## config.mk

```make
export PLATFORM = sky130hd
export DESIGN_NAME = seven_seg_scan_ctrl_flat
export DESIGN_NICKNAME = d
export VERILOG_FILES = /design/src/rtl/seven_seg_scan_ctrl_if.sv /design/src/rtl/seven_seg_scan_ctrl.sv /design/src/flat_wrapper.sv
export SDC_FILE = /design/constraint.sdc
export NUM_CORES = 1
export LEC_CHECK = 0
export ABC_AREA = 1
export CAP_MARGIN = 30
export CORE_MARGIN = 5
export CORE_UTILIZATION = 40
export CTS_BUF_LIST = sky130_fd_sc_hd__clkbuf_8 sky130_fd_sc_hd__clkbuf_16
export DETAILED_ROUTE_END_ITERATION = 12
export HOLD_SLACK_MARGIN = 0.15
export PLACE_DENSITY = 0.59
export SLEW_MARGIN = 5
export SYNTH_ARGS = -nofsm -noshare
export SYNTH_HDL_FRONTEND = slang
export SYNTH_SLANG_ARGS = --single-unit
```

## constraint.sdc

```tcl
create_clock -name clk -period 2.97 [get_ports clk]
set_clock_uncertainty 0.2 [all_clocks]
set_input_delay 0.297 -clock clk [delete_from_list [all_inputs] [get_ports clk]]
set_output_delay 0.297 -clock clk [all_outputs]
set_load 0.02 [all_outputs]
```

## src/rtl/seven_seg_scan_ctrl_if.sv

```systemverilog
// seven_seg_scan_ctrl_if
//   Groups the control, data and display signals of the four-digit
//   7-segment scan controller into one bundle.
//
//   Signals:
//     en     : scanning enable (1 = scan the digits)
//     load   : capture request, sampled on each rising clock edge
//     data   : four hex nibbles, digit k = data[4k+3:4k], digit 0 rightmost
//     lz_en  : leading-zero blanking enable
//     bin    : registered nibble of the active digit, to the segment decoder
//     an     : registered active-low digit enables (4'b1111 = all off)
//     tick   : one-cycle pulse after each digit advance
//     pend   : a captured value is waiting for the next frame boundary
//
//   The master modport is the controlling side (drives en/load/data/lz_en).
//   The slave modport is the scan controller itself.
interface seven_seg_scan_ctrl_if;
  logic        en;
  logic        load;
  logic [15:0] data;
  logic        lz_en;
  logic [3:0]  bin;
  logic [3:0]  an;
  logic        tick;
  logic        pend;

  modport master (
    output en, load, data, lz_en,
    input  bin, an, tick, pend
  );

  modport slave (
    input  en, load, data, lz_en,
    output bin, an, tick, pend
  );
endinterface

```

## src/rtl/seven_seg_scan_ctrl.sv

```systemverilog
// seven_seg_scan_ctrl
//   Time-multiplexes a 16-bit value across four common-anode 7-segment
//   digits. Each digit stays lit for CLK_DIV clock cycles. New values are
//   captured into a pending register and only copied into the display
//   register when the scan wraps from digit 3 back to digit 0, so a frame
//   never shows a mix of old and new digits. Optional leading-zero blanking
//   switches off upper digits that hold only zeros.
//
//   Parameters:
//     CLK_DIV : clock cycles per digit, 2 .. 2**20
//
//   Ports:
//     clk    : single clock, rising edge
//     rst_n  : asynchronous active-low reset (release synchronised outside)
//     bus    : slave side of seven_seg_scan_ctrl_if (en, load, data, lz_en
//              in; bin, an, tick, pend out)
module seven_seg_scan_ctrl #(
  parameter int CLK_DIV = 50000
) (
  input  logic                  clk,
  input  logic                  rst_n,
  seven_seg_scan_ctrl_if.slave  bus
);

  // Counter just wide enough to hold CLK_DIV-1.
  localparam int CW = (CLK_DIV > 2) ? $clog2(CLK_DIV) : 1;
  localparam logic [CW-1:0] LAST = CW'(CLK_DIV - 1);

  logic [CW-1:0] presc;
  logic [1:0]    idx;
  logic [15:0]   disp;
  logic [15:0]   pending;
  logic          pend_q;
  logic [3:0]    bin_q;
  logic [3:0]    an_q;
  logic          tick_q;

  logic          digit_edge;
  logic          commit;
  logic [1:0]    idx_next;
  logic [15:0]   disp_next;
  logic [3:0]    bin_next;
  logic [3:0]    an_next;

  // Nibble k of a 16-bit display word.
  function automatic logic [3:0] nibble(input logic [15:0] d, input logic [1:0] k);
    logic [3:0] n;
    case (k)
      2'd0:    n = d[3:0];
      2'd1:    n = d[7:4];
      2'd2:    n = d[11:8];
      default: n = d[15:12];
    endcase
    return n;
  endfunction

  // Digit k is a leading zero when it and every digit above it are zero;
  // digit 0 is always shown so that a zero value still displays "0".
  function automatic logic is_leading_zero(input logic [15:0] d, input logic [1:0] k);
    logic z;
    case (k)
      2'd1:    z = (d[15:4] == 12'h000);
      2'd2:    z = (d[15:8] == 8'h00);
      2'd3:    z = (d[15:12] == 4'h0);
      default: z = 1'b0;
    endcase
    return z;
  endfunction

  // Work out the next digit and the value it will show. The commit point is
  // the 3->0 wrap while scanning, or any edge while scanning is disabled, so
  // that a value loaded while the display is idle is taken over at once.
  // The digit-0 nibble of a wrapping edge uses the freshly committed word.
  always_comb begin
    digit_edge = 1'b0;
    commit     = 1'b0;
    idx_next   = 2'd0;
    disp_next  = disp;
    bin_next   = 4'h0;
    an_next    = 4'b1111;

    digit_edge = bus.en && (presc == LAST);
    commit     = pend_q && ((digit_edge && (idx == 2'd3)) || !bus.en);
    idx_next   = idx + 2'd1;
    if (commit) begin
      disp_next = pending;
    end
    bin_next = nibble(disp_next, idx_next);
    if (bus.lz_en && is_leading_zero(disp_next, idx_next)) begin
      an_next = 4'b1111;
    end else begin
      an_next = ~(4'b0001 << idx_next);
    end
  end

  // All sequential state. Loading always lands in the pending register (a
  // load on a commit edge still hands the old pending word to the display,
  // so pend stays set). With scanning off the display is dark and parked on
  // digit 0; on the first enabled edge digit 0 lights again while the
  // prescaler begins its first full period.
  always_ff @(posedge clk or negedge rst_n) begin
    if (!rst_n) begin
      presc   <= '0;
      idx     <= 2'd0;
      disp    <= 16'h0000;
      pending <= 16'h0000;
      pend_q  <= 1'b0;
      bin_q   <= 4'h0;
      an_q    <= 4'b1110;
      tick_q  <= 1'b0;
    end else begin
      if (bus.load) begin
        pending <= bus.data;
        pend_q  <= 1'b1;
      end else if (commit) begin
        pend_q  <= 1'b0;
      end

      if (commit) begin
        disp <= pending;
      end

      if (!bus.en) begin
        presc  <= '0;
        idx    <= 2'd0;
        tick_q <= 1'b0;
        an_q   <= 4'b1111;
        bin_q  <= disp_next[3:0];
      end else if (digit_edge) begin
        presc  <= '0;
        idx    <= idx_next;
        tick_q <= 1'b1;
        an_q   <= an_next;
        bin_q  <= bin_next;
      end else begin
        presc  <= presc + 1'b1;
        tick_q <= 1'b0;
        if (idx == 2'd0) begin
          an_q  <= 4'b1110;
          bin_q <= disp[3:0];
        end
      end
    end
  end

  assign bus.bin  = bin_q;
  assign bus.an   = an_q;
  assign bus.tick = tick_q;
  assign bus.pend = pend_q;

endmodule

```

## src/flat_wrapper.sv

```systemverilog
// flat-port wrapper written by rule: the top's interface ports become plain ports
module seven_seg_scan_ctrl_flat 
#(
  parameter int CLK_DIV = 50000
)
  (clk, rst_n, bus_en, bus_load, bus_data, bus_lz_en, bus_bin, bus_an, bus_tick, bus_pend);
  seven_seg_scan_ctrl_if bus_i ();
  input  logic clk;
  input  logic rst_n;
  input wire logic [$bits(bus_i.en)-1:0] bus_en;
  input wire logic [$bits(bus_i.load)-1:0] bus_load;
  input wire logic [$bits(bus_i.data)-1:0] bus_data;
  input wire logic [$bits(bus_i.lz_en)-1:0] bus_lz_en;
  output wire logic [$bits(bus_i.bin)-1:0] bus_bin;
  output wire logic [$bits(bus_i.an)-1:0] bus_an;
  output wire logic [$bits(bus_i.tick)-1:0] bus_tick;
  output wire logic [$bits(bus_i.pend)-1:0] bus_pend;
  assign bus_i.en = bus_en;
  assign bus_i.load = bus_load;
  assign bus_i.data = bus_data;
  assign bus_i.lz_en = bus_lz_en;
  assign bus_bin = bus_i.bin;
  assign bus_an = bus_i.an;
  assign bus_tick = bus_i.tick;
  assign bus_pend = bus_i.pend;
  seven_seg_scan_ctrl #(.CLK_DIV(CLK_DIV)) u_core (.clk(clk), .rst_n(rst_n), .bus(bus_i));
endmodule
```

# After elaboration in Yosys (flattened, before gate mapping)
# Cells that the tools add are included.
word_totals:
  ff_bits: 60
  input_bits: 21
  output_inout_bits: 10
  word_cells: 49
classes:
  add_sub_neg: 2
  eq_ne: 7
  shift: 1
  n_mux: 18
  bitwise: 1
  n_reduce_logical: 12
ops:
  columns: ["op", "n"]
  rows:
  - ["16-bit 2-to-1 mux", 3]
  - ["4-bit 2-to-1 mux", 7]
  - ["16-bit by 1-bit adder with 16-bit output (second input constant)", 1]
  - ["16-bit equality test (second input constant)", 1]
  - ["12-bit logical NOT", 1]
  - ["4-bit case mux with 3 select lines", 1]
  - ["8-bit logical NOT", 1]
  - ["2-bit equality test (second input constant)", 3]
  - ["1-bit logical AND", 4]
  - ["2-bit logical NOT", 2]
  - ["4-bit logical NOT", 1]
  - ["1-bit 2-to-1 mux", 4]
  - ["2-bit 2-to-1 mux", 2]
  - ["4-bit inverter", 1]
  - ["1-bit by 2-bit left shift with 4-bit output (first input constant)", 1]
  - ["3-bit by 1-bit != test with 1-bit output (second input constant)", 1]
  - ["1-bit case mux with 3 select lines", 1]
  - ["2-bit by 1-bit adder with 2-bit output (second input constant)", 1]
  - ["2-bit by 1-bit equality test with 1-bit output (second input constant)", 1]
  - ["2-bit by 1-bit != test with 1-bit output (second input constant)", 1]
  - ["2-bit nonzero test", 1]
  - ["1-bit logical NOT", 1]
  - ["1-bit logical OR", 1]

# Depth between registers and ports, before layout
# Gate-level depths: netlist of the first run.
logic_depth:
  depth_word: 12
  ltp_mapped: 17
  depth_no_buf: 16

# Worst setup path after synthesis of the first run
# Ideal clock, no wire load.
synth_path:
  path_kind: "register to register"
  from: "reg u_core.presc[0]"
  to: "reg u_core.bin_q[0] (netlist: u_core.bus.bin[0])"
  setup_time_ns: 0.125
  t_arrival_ns: 1.782
  t_required_ns: 2.645
  slack_ns: 0.862
  path_stages_with_launch: 15
  n_path_buf: 2
  period_less_slack_ns: 2.108
  path_cell_list: "dfrtp_1 ha_1 nand3_1 nor2_1 nand3_2 nand2_2 nand2_2 buf_6 buf_6 nand2_1 o21ai_4 nand2_1 nand4_1 o211ai_1 a21oi_2"
synth_between:
  elab_chain_cells: 9
  elab_cells_between_ends: 10
  cone_classes: "eq/ne (2); mux (4); reduce/logical (4)"
synth_rtl:
  columns: ["item", "line_no", "rtl"]
  rows:
  - ["start: declaration", "seven_seg_scan_ctrl.sv:29", "logic [CW-1:0] presc;"]
  - ["start signal: assignment", "seven_seg_scan_ctrl.sv:136", "presc <= presc + 1'b1;"]
  - ["16-bit equality test (*)", "seven_seg_scan_ctrl.sv:82", "digit_edge = bus.en && (presc == LAST);"]
  - ["1-bit logical AND (*)", "seven_seg_scan_ctrl.sv:82", null]
  - ["1-bit logical AND (*)", "seven_seg_scan_ctrl.sv:83", "commit = pend_q && ((digit_edge && (idx == 2'd3)) || !bus.en);"]
  - ["1-bit logical OR (*)", "seven_seg_scan_ctrl.sv:83", null]
  - ["1-bit logical AND (*)", "seven_seg_scan_ctrl.sv:83", null]
  - ["16-bit 2-to-1 mux (*)", "seven_seg_scan_ctrl.sv:85", "if (commit) begin"]
  - ["named net u_core.disp_next[0]", "seven_seg_scan_ctrl.sv:41", "logic [15:0] disp_next;"]
  - ["4-bit case mux with 3 select lines", "seven_seg_scan_ctrl.sv:48", "case (k)"]
  - ["4-bit 2-to-1 mux", "seven_seg_scan_ctrl.sv:129", "end else if (digit_edge) begin"]
  - ["4-bit 2-to-1 mux (*)", "seven_seg_scan_ctrl.sv:123", "if (!bus.en) begin"]
  - ["end signal: assignment", "seven_seg_scan_ctrl.sv:128", "bin_q <= disp_next[3:0];"]
  - ["end signal: assignment", "seven_seg_scan_ctrl.sv:134", "bin_q <= bin_next;"]
  - ["end signal: assignment", "seven_seg_scan_ctrl.sv:140", "bin_q <= disp[3:0];"]
  - ["end: declaration", "seven_seg_scan_ctrl.sv:34", "logic [3:0] bin_q;"]
# The timed path passes the listed nets; every way through them passes the cells marked *.
# A chain may end at the register's enable or synchronous reset.

# Worst setup path in the final report of the first run
layout_path:
  from: "reg u_core.presc[0]"
  to: "reg u_core.an_q[1] (netlist: u_core.bus.an[1])"
layout_between:
  elab_chain_cells: 12
  elab_cells_between_ends: 15
  cone_classes: "eq/ne (2); mux (5); reduce/logical (8)"
layout_rtl:
  columns: ["item", "line_no", "rtl"]
  rows:
  - ["16-bit equality test (*)", "seven_seg_scan_ctrl.sv:82", null]
  - ["1-bit logical AND (*)", "seven_seg_scan_ctrl.sv:82", null]
  - ["1-bit logical AND (*)", "seven_seg_scan_ctrl.sv:83", null]
  - ["1-bit logical OR (*)", "seven_seg_scan_ctrl.sv:83", null]
  - ["1-bit logical AND (*)", "seven_seg_scan_ctrl.sv:83", null]
  - ["16-bit 2-to-1 mux (*)", "seven_seg_scan_ctrl.sv:85", null]
  - ["named net u_core.disp_next[13]", "seven_seg_scan_ctrl.sv:41", null]
  - ["12-bit logical NOT, or another cell as far along", "seven_seg_scan_ctrl.sv:62", "2'd1: z = (d[15:4] == 12'h000);"]
  - ["1-bit case mux with 3 select lines (*)", "seven_seg_scan_ctrl.sv:61", "case (k)"]
  - ["1-bit logical AND (*)", "seven_seg_scan_ctrl.sv:89", "if (bus.lz_en && is_leading_zero(disp_next, idx_next)) begin"]
  - ["4-bit 2-to-1 mux (*)", "seven_seg_scan_ctrl.sv:89", null]
  - ["4-bit 2-to-1 mux (*)", "seven_seg_scan_ctrl.sv:129", null]
  - ["4-bit 2-to-1 mux (*)", "seven_seg_scan_ctrl.sv:123", null]
  - ["end signal: assignment", "seven_seg_scan_ctrl.sv:133", "an_q <= an_next;"]
  - ["end: declaration", "seven_seg_scan_ctrl.sv:35", "logic [3:0] an_q;"]
# Marks and branches as above.

==> qor.csv, run 1 <==
metric;value;unit
WL final;6210;um
synthesized instance count;327;
main area contributors after synthesis;dfrtp_1 49%, nand2_1 9.7%, inv_1 5.7%;
TNS Setup;0;ps
RSZ-0062 raised after global routing;no;
Area Overhead vs Synth;21.9;%
first-pass GRT wire length;10700;um
most common cell in the synthesized netlist;nand2_1;
Post-CTS Setup Repair Bufs;0;
Slew headroom;55.9;%
initial antenna violation count;0;
fin worst setup slack;276;ps
cts hold-fix bufs;1;
WHS Path Cells;1;
IO Port Bufs;30;
GRT overflow;0;
pwr dens;522;mW/mm^2
Final #Nets;397;
post-route insts no fill;472;
CP Data Required Time;3040;ps
arrival time at the worst endpoint;2760;ps
Peak Freq;371;MHz
synth cell count leaders;75 x nand2_1, 57 x dfrtp_1, 44 x inv_1;
CTS resizes;0;
Syn Area/Cell;8.84;um^2
LEAKAGE;1.60;nW
Final setup viols;0;
crit path time final;2690;ps
Reg2Reg Depth;13;
DP Area;0.00333;mm^2
kind of critical path;flop to flop;
Pint;0.00134;W
Final Hold Viols;0;
CP max FO;29;
class of the worst hold path;flop to flop;
H-tree levels;3;
vias in the first global route;2260;
initial core utilization;40.5;%
CP max stage cell;nand2_2;
CTS sink cnt;60;
I/O Pins;31;
post-synth cell types;31;
CP max stage delay;380;ps
Post-Place Setup Slack;285;ps
sequential group share of total power;49.6;%
root buf cell;clkbuf_8;
die area;0.00903;mm^2
routed via count;2219;
diode count;0;
share of the synthesized area in the top cell type;49.4;%
Worst-Margin Slew;660;ps
DR iter-0 viols;76;
switching portion of total power;27.2;%
TritonCTS clock tree;yes;
Post-synth EDFFs;0;
switching pwr;0.000500;W
post-synthesis sequential area ratio;52.1;%
antenna-violating nets left;0;
ys flop type;dfrtp_1;
Worst Setup Start Kind;flop;
Max IR drop VDD;0.358;mV
DP HPWL;4620;um
Placed Cells;455;
via density per instance;4.70;
Core Region;0.00714;mm^2
Reg clk slew, reported paths;70;ps
Yosys warning count;0;
DRC;0;
Global Route Usage Sum;15.7;%
largest area contributor in the netlist;dfrtp_1;
clock share of power;36.4;%
chip width;95.0;um
Final Max Slew Viols;0;
outcome;finished clean;
die height;95.0;um
Crit. End Element;flop;
wire per inst;13.2;um
clk buf depth;2;
clk_lat worst skew;340;ps
syn_nets;356;
Final Cell Area;0.00352;mm^2
fraction of registers with async set/reset;100;%
gpl congestion;0.799;
Synth Cell Area;0.00289;mm^2
largest net degree at the start of global routing;30;
CP Cell Sequence;ha_1 > nand3_1 > nor2_1 > nand3_2 > nand2_2 > nand2_2 > nand2_1 > o21ai_1 > nor3_1 > nand3_1 > inv_1 > nand2_1 > a21oi_1;
share of layout cells above drive strength 1;14.7;%
DR pass1 iterations;4;
Comb power frac;14.0;%
MaxCap Viol Count;0;
final period utilization;90.7;%
TritonCTS buffer count;9;
row count;31;
synthesis-stage register bit count;60;
cells in the final DEF (no fill, tap or decap), types with 4 or more instances in the layout:
cell             instances
nand2_1                 75
dfrtp_1                 57
inv_1                   44
nor2_1                  32
clkdlybuf4s50_1         29
a21oi_1                 17
o21ai_0                 16
clkbuf_8                11
nand3_1                  9
ha_1                     8
o21ai_1                  7
nor3_1                   7
mux2_2                   6
nand4_1                  5
o211ai_1                 5
buf_4                    5
inv_2                    4
o21ai_4                  4
critical path, delay by kind of cell (launching register included):
| kind | cells | cell delay, ps |
|---|---|---|
| DFF | 1 | 370 |
| and+or+nand+nor | 9 | 1530 |
| adders and majority gates | 1 | 190 |
| AOI/OAI and AO/OA | 2 | 250 |
| buffers and inverters | 1 | 80 |
layer usage:
metal	track usage, %	vias up	part of all wire (%)
met2	24.8	37	47
met5	0	-	0
met1	19.7	1046	46
li1	-	1126	-
met4	8.05	0	2.3
met3	3.90	10	4.6
cell type report:
| class | count | area, um^2 |
|---|---|---|
| multi-input combinational | 212 | 1160 |
| tap | 99 | 124 |
| fill | 698 | 3610 |
| sequential | 60 | 1510 |
| timing repair buffer | 37 | 370 |
| inverter | 48 | 180 |
| clock buffer | 11 | 151 |
| clock inverter | 5 | 36.3 |
path summary, 6_finish.rpt:
kind                                 start           endpoint  slack, ps
min in group asynchronous            rst_n  u_core.pending[0]        290
hold reg to reg            u_core.presc[0]    u_core.presc[0]        260
setup / recovery           u_core.presc[0]   u_core.bus.an[1]        280
setup reg to reg           u_core.presc[0]   u_core.bus.an[1]        280
max in group asynchronous            rst_n   u_core.presc[13]       1550
hold / removal             u_core.presc[0]    u_core.presc[0]        260
kinds of logic (layout without fill, tap and decap cells):
group,Yosys count,in the layout,synth area share [%]
muxes,6,6,2.34
and+or+nand+nor,139,139,21.0
buffers and inverters,55,101,7.92
DFF,60,60,52.1
adders and majority gates,8,8,3.46
xor gates and xnor gates,2,2,0.606
AOI/OAI and AO/OA,57,57,12.6
state kept, by name (all words and copies together) (netlist names):
register / cells
u_core.bus.bin: 4
u_core.bus.pend: 1
u_core.pending: 16
u_core.presc: 16
u_core.bus.tick: 1
u_core.disp: 16
u_core.bus.an: 4
u_core.idx: 2
power groups by stage:
stage	Combinational (W)	Sequential [W]	Clock, W
6_report	0.000258	0.000913	0.000669
5_1_grt	0.000294	0.000920	0.000736
3_3_place_gp	0.000251	0.000927	0
3_5_place_dp	0.000259	0.000929	0
2_1_floorplan	0.000146	0.000932	0
4_1_cts	0.000262	0.000913	0.000701
metrics by stage:
step	total power [W]	hold WS (ps)	util, %
3_5_place_dp	0.00119	129	46.6
5_1_grt	0.00195	290	49.4
2_1_floorplan	0.00108	-199	-
6_report	0.00184	260	49.4
4_1_cts	0.00188	265	49.4
3_3_place_gp	0.00118	244	46.2
(Power assumes the default switching activity.)
==> run 2, diff against run 1 <==
Settings changed: CTS_CLUSTER_DIAMETER set to 80.
Clock period 2.97 ns to 2.6 ns, I/O delays scaled along.
==> qor.csv, run 2 (synthesis results as in run 1) <==
metric;value;unit;change
outcome;finished clean;;
I/O Pins;31;;unchanged
Area Overhead vs Synth;22.6;%;
gpl congestion;0.795;;-0.55%
arrival time at the worst endpoint;2420;ps;-340 ps
DR pass1 iterations;5;;+1
first-pass GRT wire length;10400;um;-3.2%
Crit. End Element;flop;;
vias in the first global route;2162;;-4.3%
chip width;95.0;um;unchanged
DP HPWL;4510;um;-2.6%
kind of critical path;flop to flop;;
wire per inst;13.2;um;+0.71%
initial antenna violation count;0;;unchanged
final period utilization;90.4;%;-0.34 points
DR iter-0 viols;56;;-26%
WL final;6250;um;+0.71%
Post-CTS Setup Repair Bufs;0;;unchanged
Reg clk slew, reported paths;70;ps;about the same
CP Data Required Time;2670;ps;-370 ps
Final setup viols;0;;unchanged
Max IR drop VDD;0.387;mV;+8.1%
Final Max Slew Viols;0;;unchanged
CTS sink cnt;60;;unchanged
Reg2Reg Depth;14;;+1
Power Total;0.00218;W;+18%
row count;31;;unchanged
crit path time final;2350;ps;-344 ps
TritonCTS clock tree;yes;;
Core Region;0.00714;mm^2;unchanged
top flop regs;u_core.disp x16, u_core.pending x16, u_core.presc x16;;
initial core utilization;40.5;%;unchanged
MaxCap Viol Count;0;;unchanged
routed via count;2229;;+0.45%
most frequent cells in the layout;75 x nand2_1, 57 x dfrtp_1, 44 x inv_1;;
die height;95.0;um;unchanged
die area;0.00903;mm^2;unchanged
Slew headroom;71.2;%;+15 points
Peak Freq;426;MHz;+15%
RSZ-0062 raised after global routing;no;;
antenna-violating nets left;0;;unchanged
LEAKAGE;1.61;nW;+0.64%
flip-flop and latch area;0.00151;mm^2;unchanged
clk_lat worst skew;340;ps;about the same
CP max FO;29;;unchanged
Worst Setup Start Kind;flop;;
root buf cell;clkbuf_8;;
clk buf depth;2;;unchanged
multi-input logic area;0.00117;mm^2;+1.2%
TritonCTS buffer count;9;;unchanged
H-tree levels;3;;unchanged
commonest non-fill, non-tap cell in the layout;nand2_1;;
Global Route Usage Sum;15.2;%;-0.47 points
TNS Setup;0;ps;unchanged
Final #Nets;397;;unchanged
Worst-Margin Slew;432;ps;-228 ps
Hold Slack;253;ps;-6.77 ps
class of the worst hold path;input port to async pin;;
IO Port Bufs;30;;unchanged
share of layout cells above drive strength 1;15.8;%;+1.1 points
fill count;723;;+3.6%
largest net degree at the start of global routing;34;;+13%
DRC;0;;unchanged
pwr dens;615;mW/mm^2;+18%
via density per instance;4.72;;+0.45%
GRT overflow;0;;unchanged
Final Hold Viols;0;;unchanged
diode count;0;;unchanged
[run 2: area by class of cell]
| class | count | share of cell area, % |
|---|---|---|
| flip-flops and latches | 60 | 42.5 |
| multi-input cells | 212 | 33.0 |
| repair buffers | 37 | 10.2 |
| inverters | 48 | 5.08 |
| clock buffers | 10 | 3.88 |
| well taps | 99 | 3.50 |
| clock inverters | 6 | 1.80 |
[run 2: worst paths after layout]
path                                      start                  to  slack, ps
min in group clk                   bus_data[13]  u_core.pending[13]        280
worst min-delay path                      rst_n   u_core.pending[3]        250
worst max register to register  u_core.presc[0]    u_core.bus.an[2]        250
max in group asynchronous                 rst_n     u_core.bus.tick       1590
worst max-delay path            u_core.presc[0]    u_core.bus.an[2]        250
worst min register to register  u_core.presc[0]     u_core.presc[0]        280
[run 2: layer usage]
metal / GRT usage (%) / vias up / wire length [um]
met5: 0 / - / 0
met4: 5.89 / 0 / 106
met3: 3.98 / 9 / 324
met2: 24.0 / 48 / 2990
met1: 19.9 / 1044 / 2840
li1: - / 1128 / -
[run 2: worst max-delay path: stages (launching register included)]
cell and delay [ps]:
dfrtp_1 380, ha_1 210, nand3_2 100, nor2_2 120, nand3_2 100, nand2_2 100, nand2_2 70, buf_12 170
nand2_1 60, o21ai_1 90, nor3_1 220, nand3_1 150, inv_1 80, nand2_1 80, a21oi_1 140
[run 2: per-stage QoR]
stage               area [um^2]  utilization [%]  cells  setup slack [ps]
floorplan                  2890                -    327               492
global placement           3320             46.5    455               274
detailed placement         3320             46.5    455               273
CTS                        3530             49.5    472               221
global route               3540             49.6    472              3.67
finish                     3540             49.6    472               251
[run 2: repair_timing]
action	CTS	global route
setup endpoints to repair	0	2
hold buffers	1	0
endpoints found under the hold margin	60	0
gates resized for setup	0	4
[run 2: where the power goes]
| part | total [W] | internal, W | leakage [nW] | switching (W) |
|---|---|---|---|---|
| Clock | 0.000844 | 0.000466 | 0.0983 | 0.000378 |
| Sequential | 0.00104 | 0.00101 | 0.755 | 0.0000334 |
| Combinational | 0.000291 | 0.000125 | 0.761 | 0.000166 |
==> run 3, diff against run 2 <==
Settings changed: CTS_BUF_LIST sky130_fd_sc_hd__clkbuf_8 sky130_fd_sc_hd__clkbuf_16 to unset, DONT_BUFFER_PORTS set to 1, PLACE_DENSITY 0.59 to 0.53.
==> qor.csv, run 3 (synthesis results as in run 1) <==
metric;value;unit;change
CP Data Required Time;2620;ps;-50 ps
initial antenna violation count;0;;unchanged
H-tree levels;3;;unchanged
die height;95.0;um;unchanged
DP HPWL;4390;um;-2.5%
via density per instance;4.70;;-0.40%
kind of critical path;flop to flop;;
Area Overhead vs Synth;17.7;%;
clk buf depth;2;;unchanged
CP max FO;4;;-86%
CP max stage delay;370;ps;about the same
fin worst setup slack;332;ps;+81.9 ps
Post-Place Setup Slack;281;ps;+7.93 ps
CP top delay family;simple AND/OR/NAND/NOR gates;;
met2 WL;2740;um;-8.4%
crit path time final;2270;ps;-81.9 ps
Final #Nets;385;;-3.0%
die area;0.00903;mm^2;unchanged
CP max stage cell;dfrtp_1;;
GRT overflow;0;;unchanged
initial core utilization;40.5;%;unchanged
Power Total;0.00202;W;-7.3%
Reg clk slew, reported paths;70;ps;about the same
TNS Setup;0;ps;unchanged
diode count;0;;unchanged
Worst Setup Start Kind;flop;;
outcome;finished clean;;
Final Max Slew Viols;0;;unchanged
class of the worst hold path;input port to async pin;;
Crit. End Element;flop;;
Slew headroom;69.6;%;-1.6 points
IO Port Bufs;0;;-100%
Final setup viols;0;;unchanged
LEAKAGE;1.56;nW;-3.4%
CP Cell Sequence;ha_1 > nand3_1 > inv_1 > nand2_1 > nor2_1 > nand2_1 > nor2_1 > nand2_1 > nor3_2 > nand3_1 > nor3_1 > nor3_1;;
most frequent cells in the layout;75 x nand2_1, 57 x dfrtp_1, 44 x inv_1;;
gpl congestion;0.832;;+4.7%
MaxCap Viol Count;0;;unchanged
antenna-violating nets left;0;;unchanged
DR iter-0 viols;59;;+5.4%
largest net degree at the start of global routing;61;;+79%
row count;31;;unchanged
I/O Pins;31;;unchanged
chip width;95.0;um;unchanged
Peak Freq;441;MHz;+3.6%
Global Route Usage Sum;15.1;%;-0.10 points
routed via count;2159;;-3.1%
root buf cell;clkbuf_8;;
wire per inst;13.6;um;+2.5%
fill count;731;;+1.1%
arrival time at the worst endpoint;2280;ps;-140 ps
flip-flop and latch area;0.00151;mm^2;unchanged
CTS sink cnt;60;;unchanged
first-pass GRT wire length;10200;um;-1.4%
TritonCTS clock tree;yes;;
DR pass1 iterations;4;;-1
Post-CTS Setup Repair Bufs;0;;unchanged
top layer in use;met4;;
pwr dens;593;mW/mm^2;-3.5%
TritonCTS buffer count;9;;unchanged
top flop regs;u_core.disp x16, u_core.pending x16, u_core.presc x16;;
final period utilization;87.2;%;-3.1 points
Worst-Margin Slew;454;ps;+21.9 ps
DRC;0;;unchanged
routed wl met3;271;um;-16%
Core Region;0.00714;mm^2;unchanged
multi-input logic area;0.00116;mm^2;-0.96%
clk_lat worst skew;340;ps;about the same
CP most frequent cell;nand2_1;;
vias in the first global route;2095;;-3.1%
WL final;6230;um;-0.37%
share of layout cells above drive strength 1;14.4;%;-1.4 points
WP buf/inv;1;;-1
RSZ-0062 raised after global routing;no;;
Max IR drop VDD;0.267;mV;-31%
M1 WL;3110;um;+9.6%
commonest non-fill, non-tap cell in the layout;nand2_1;;
Final Hold Viols;0;;unchanged
run 3: timing repair:
action                                  CTS  global route
endpoints found under the setup margin    0             2
hold buffers                             21             0
hold endpoints to repair                 93             0
resized for setup                         0             1
run 3: layout make-up:
class	instances	area share, %
Multi-Input combinational cell	212	34.0
Tap cell	99	3.64
Timing Repair Buffer	25	8.16
Clock buffer	10	3.75
Sequential cell	60	44.2
Inverter	48	5.29
Clock inverter	5	0.882
run 3: worst reg2reg max path, delay by kind of cell (launching register included):
family | cells | cell delay, ps
adder cells (fa/ha/maj) | 1 | 190
buffers and inverters | 1 | 100
flip-flops | 1 | 370
AND/OR/NAND/NOR | 10 | 1300
run 3: worst paths after layout:
check	end	from	slack, ps	cells past startpoint
max in group asynchronous	u_core.bus.an[3]	rst_n	1660	2
hold reg to reg	u_core.presc[0]	u_core.presc[0]	270	1
setup / recovery	u_core.presc[14]	u_core.presc[0]	330	12
min in group clk	u_core.presc[0]	u_core.presc[0]	270	1
hold / removal	u_core.pending[1]	rst_n	250	2
setup reg to reg	u_core.presc[14]	u_core.presc[0]	330	12
run 3: metal layers:
layer / vias to the layer above / track usage, %
met5: - / 0
li1: 1105 / -
met1: 1002 / 20.1
met4: 0 / 5.53
met2: 44 / 22.6
met3: 8 / 5.34
run 3: per-stage QoR:
stage,hold slack (ps),instance area [um^2],std cells,util (%)
floorplan,-236,2890,327,-
global placement,-233,3000,422,42.0
detailed placement,-233,3000,422,42.0
CTS,249,3390,458,47.4
global route,264,3400,459,47.7
finish,251,3400,459,47.7
run 3: power by group:
group	internal [W]	switching [W]	leakage (nW)
registers	0.00101	0.0000510	0.755
logic	0.000104	0.000147	0.726
clock network	0.000335	0.000372	0.0779
==> edit, RTL diff (config.mk and constraints of run 2) <==
`CLK_DIV` is set to 50000 in 2 places; all go to 100000.
--- a/src/rtl/seven_seg_scan_ctrl.sv
+++ b/src/rtl/seven_seg_scan_ctrl.sv
@@ -16,5 +16,5 @@
 //              in; bin, an, tick, pend out)
 module seven_seg_scan_ctrl #(
-  parameter int CLK_DIV = 50000
+  parameter int CLK_DIV = 100000
 ) (
   input  logic                  clk,
--- a/src/flat_wrapper.sv
+++ b/src/flat_wrapper.sv
@@ -2,5 +2,5 @@
 module seven_seg_scan_ctrl_flat 
 #(
-  parameter int CLK_DIV = 50000
+  parameter int CLK_DIV = 100000
 )
   (clk, rst_n, bus_en, bus_load, bus_data, bus_lz_en, bus_bin, bus_an, bus_tick, bus_pend);
Formal check against the unedited RTL: no difference found for any inputs over 10 cycles, from zero or initial values and one cycle with rst_n low; that may be too few to reach the edited logic, so the function may still have changed.
==> edit against run 2 <==
Power increased by 0.12%. Synthesized cell count rose by 3.1%. Area after synthesis is 0.95% higher. Design area rose by 1.3%. First-iteration DRC count is 79% higher. Worst setup slack gained 10 ps. Routed wire length is 0.54% higher. Sequential cell count is 1 higher. Non-clock buffer count up 1. Highest routed layer unchanged.
==> edit: results (changes against run 2) <==
----------------------------------------------------
[Placed design]
  Final weighted congestion in routability-driven placement ... 0.898 (+13%)
  Number of placed instances with taps included ... 464 (+2.0%)
  Placed wire-length estimate after detailed placement ... 4.69 mm (+4.1%)

[Yosys]
  Cell types with the largest area share after synthesis ... sky130_fd_sc_hd__dfrtp_1 50%, sky130_fd_sc_hd__nand2_1 9.5%, sky130_fd_sc_hd__inv_1 6.2%
  Post-Syn Area per Cell ... 8.66 sq um (-2.0%)
  Xor and xnor area share after synthesis ... 0.600% (-0.0057 points)
  Most frequent cells after synthesis ... 74 x sky130_fd_sc_hd__nand2_1, 58 x sky130_fd_sc_hd__dfrtp_1, 48 x sky130_fd_sc_hd__inv_1
  Compound-Gate Fraction of Synth Area ... 9.95% (-2.7 points)
  Distinct cells, synth ... 32 (+3.2%)
  Synthesized-area fraction occupied by adder cells ... 3.43% (-0.033 points)
  Net count after synthesis ... 366 (+2.8%)

[Drt]
  Number of DRC markers in iteration 0 ... 100 (+79%)
  Vias after detailed routing ... 2281 (+2.3%)

[Global routing]
  Global-route track usage on met2 ... 25.2% (+1.2 points)
  Pin count of the biggest net entering global routing ... 32 (-5.9%)
  Global-route wire length before repair ... 10.9 mm (+5.2%)
  GRT met3 Usage ... 3.95% (-0.038 points)
  Global routing usage on met1 ... 20.0% (+0.10 points)

[Cells and area]
  Final clock-cell share ... 5.12% (-0.56 points)
  Layout sequential cell count ... 61 (+1.7%)
  Leading registers by flop count ... u_core.presc x17, u_core.disp x16, u_core.pending x16
  Fraction of area in multi-input gates ... 32.7% (-0.32 points)
  Area of all sequential standard cells ... 0.00153 sq mm (+1.7%)
  Share of layout cells above drive strength 1 ... 14.8% (-0.97 points)
  Number of nets in the final layout ... 408 (+2.8%)
  Layout multi-input combinational cell count ... 217 (+2.4%)
  Filler-free cell count of the finished design ... 483 (+2.3%)
  Final non-clock buffer share ... 10.7% (+0.43 points)
  Final core utilization ... 50.0% (+0.38 points)
  Inverters ... 52 (+8.3%)
  Repair and plain buffers ... 38 (+2.7%)

[Timing]
  Final worst hold slack ... 271 ps (+18.4 ps)
  Achievable Freq ... 428 MHz (+0.44%)

[Setup path]
  Worst Reg2Reg Path Length in Cells ... 15 (+1)
  Arrival time reported for the critical path endpoint ... 2400 ps (-20 ps)
  Delay contributed by the slowest stage of the critical path ... 400 ps (+20 ps)

[Outcome]
  Run status ... complete, no violations

[Power]
  Static leakage power ... 1.66 nW (+3.1%)
  Switching power as a share of total power ... 26.9% (+0.41 points)

[Min path]
  Min-Delay Path Class ... primary input to flip-flop

----------------------------------------------------
==> edit: cell count changes after synthesis, sizes merged, moves of 2 or more <==
cell,delta
nand3,+9
mux2,+2
a21oi,-4
nand2,-2
nor3,+3
a31oi,-3
inv,+4
o211ai,-2
==> edit: timing repair <==
action                     in CTS  in global routing
buffers inserted                0                  2
hold endpoints to repair       30                  0
gates resized for setup         0                  4
hold buffers                    1                  0
setup endpoints to repair       0                  4
==> edit: power by group through the flow <==
stage / combinational [mW] / sequential [mW] / clock, mW
floorplan: 0.173 / 1.09 / 0
global placement: 0.313 / 1.08 / 0
detailed placement: 0.316 / 1.08 / 0
CTS: 0.318 / 1.06 / 0.819
global route: 0.361 / 1.07 / 0.858
finish: 0.316 / 1.06 / 0.800
==> edit: per-layer routing <==
metal | part of all wire [%] | wire length, microns
met5 | 0 | 0
met1 | 48 | 2990
met4 | 2.2 | 139
met2 | 47 | 2930
met3 | 3.6 | 225
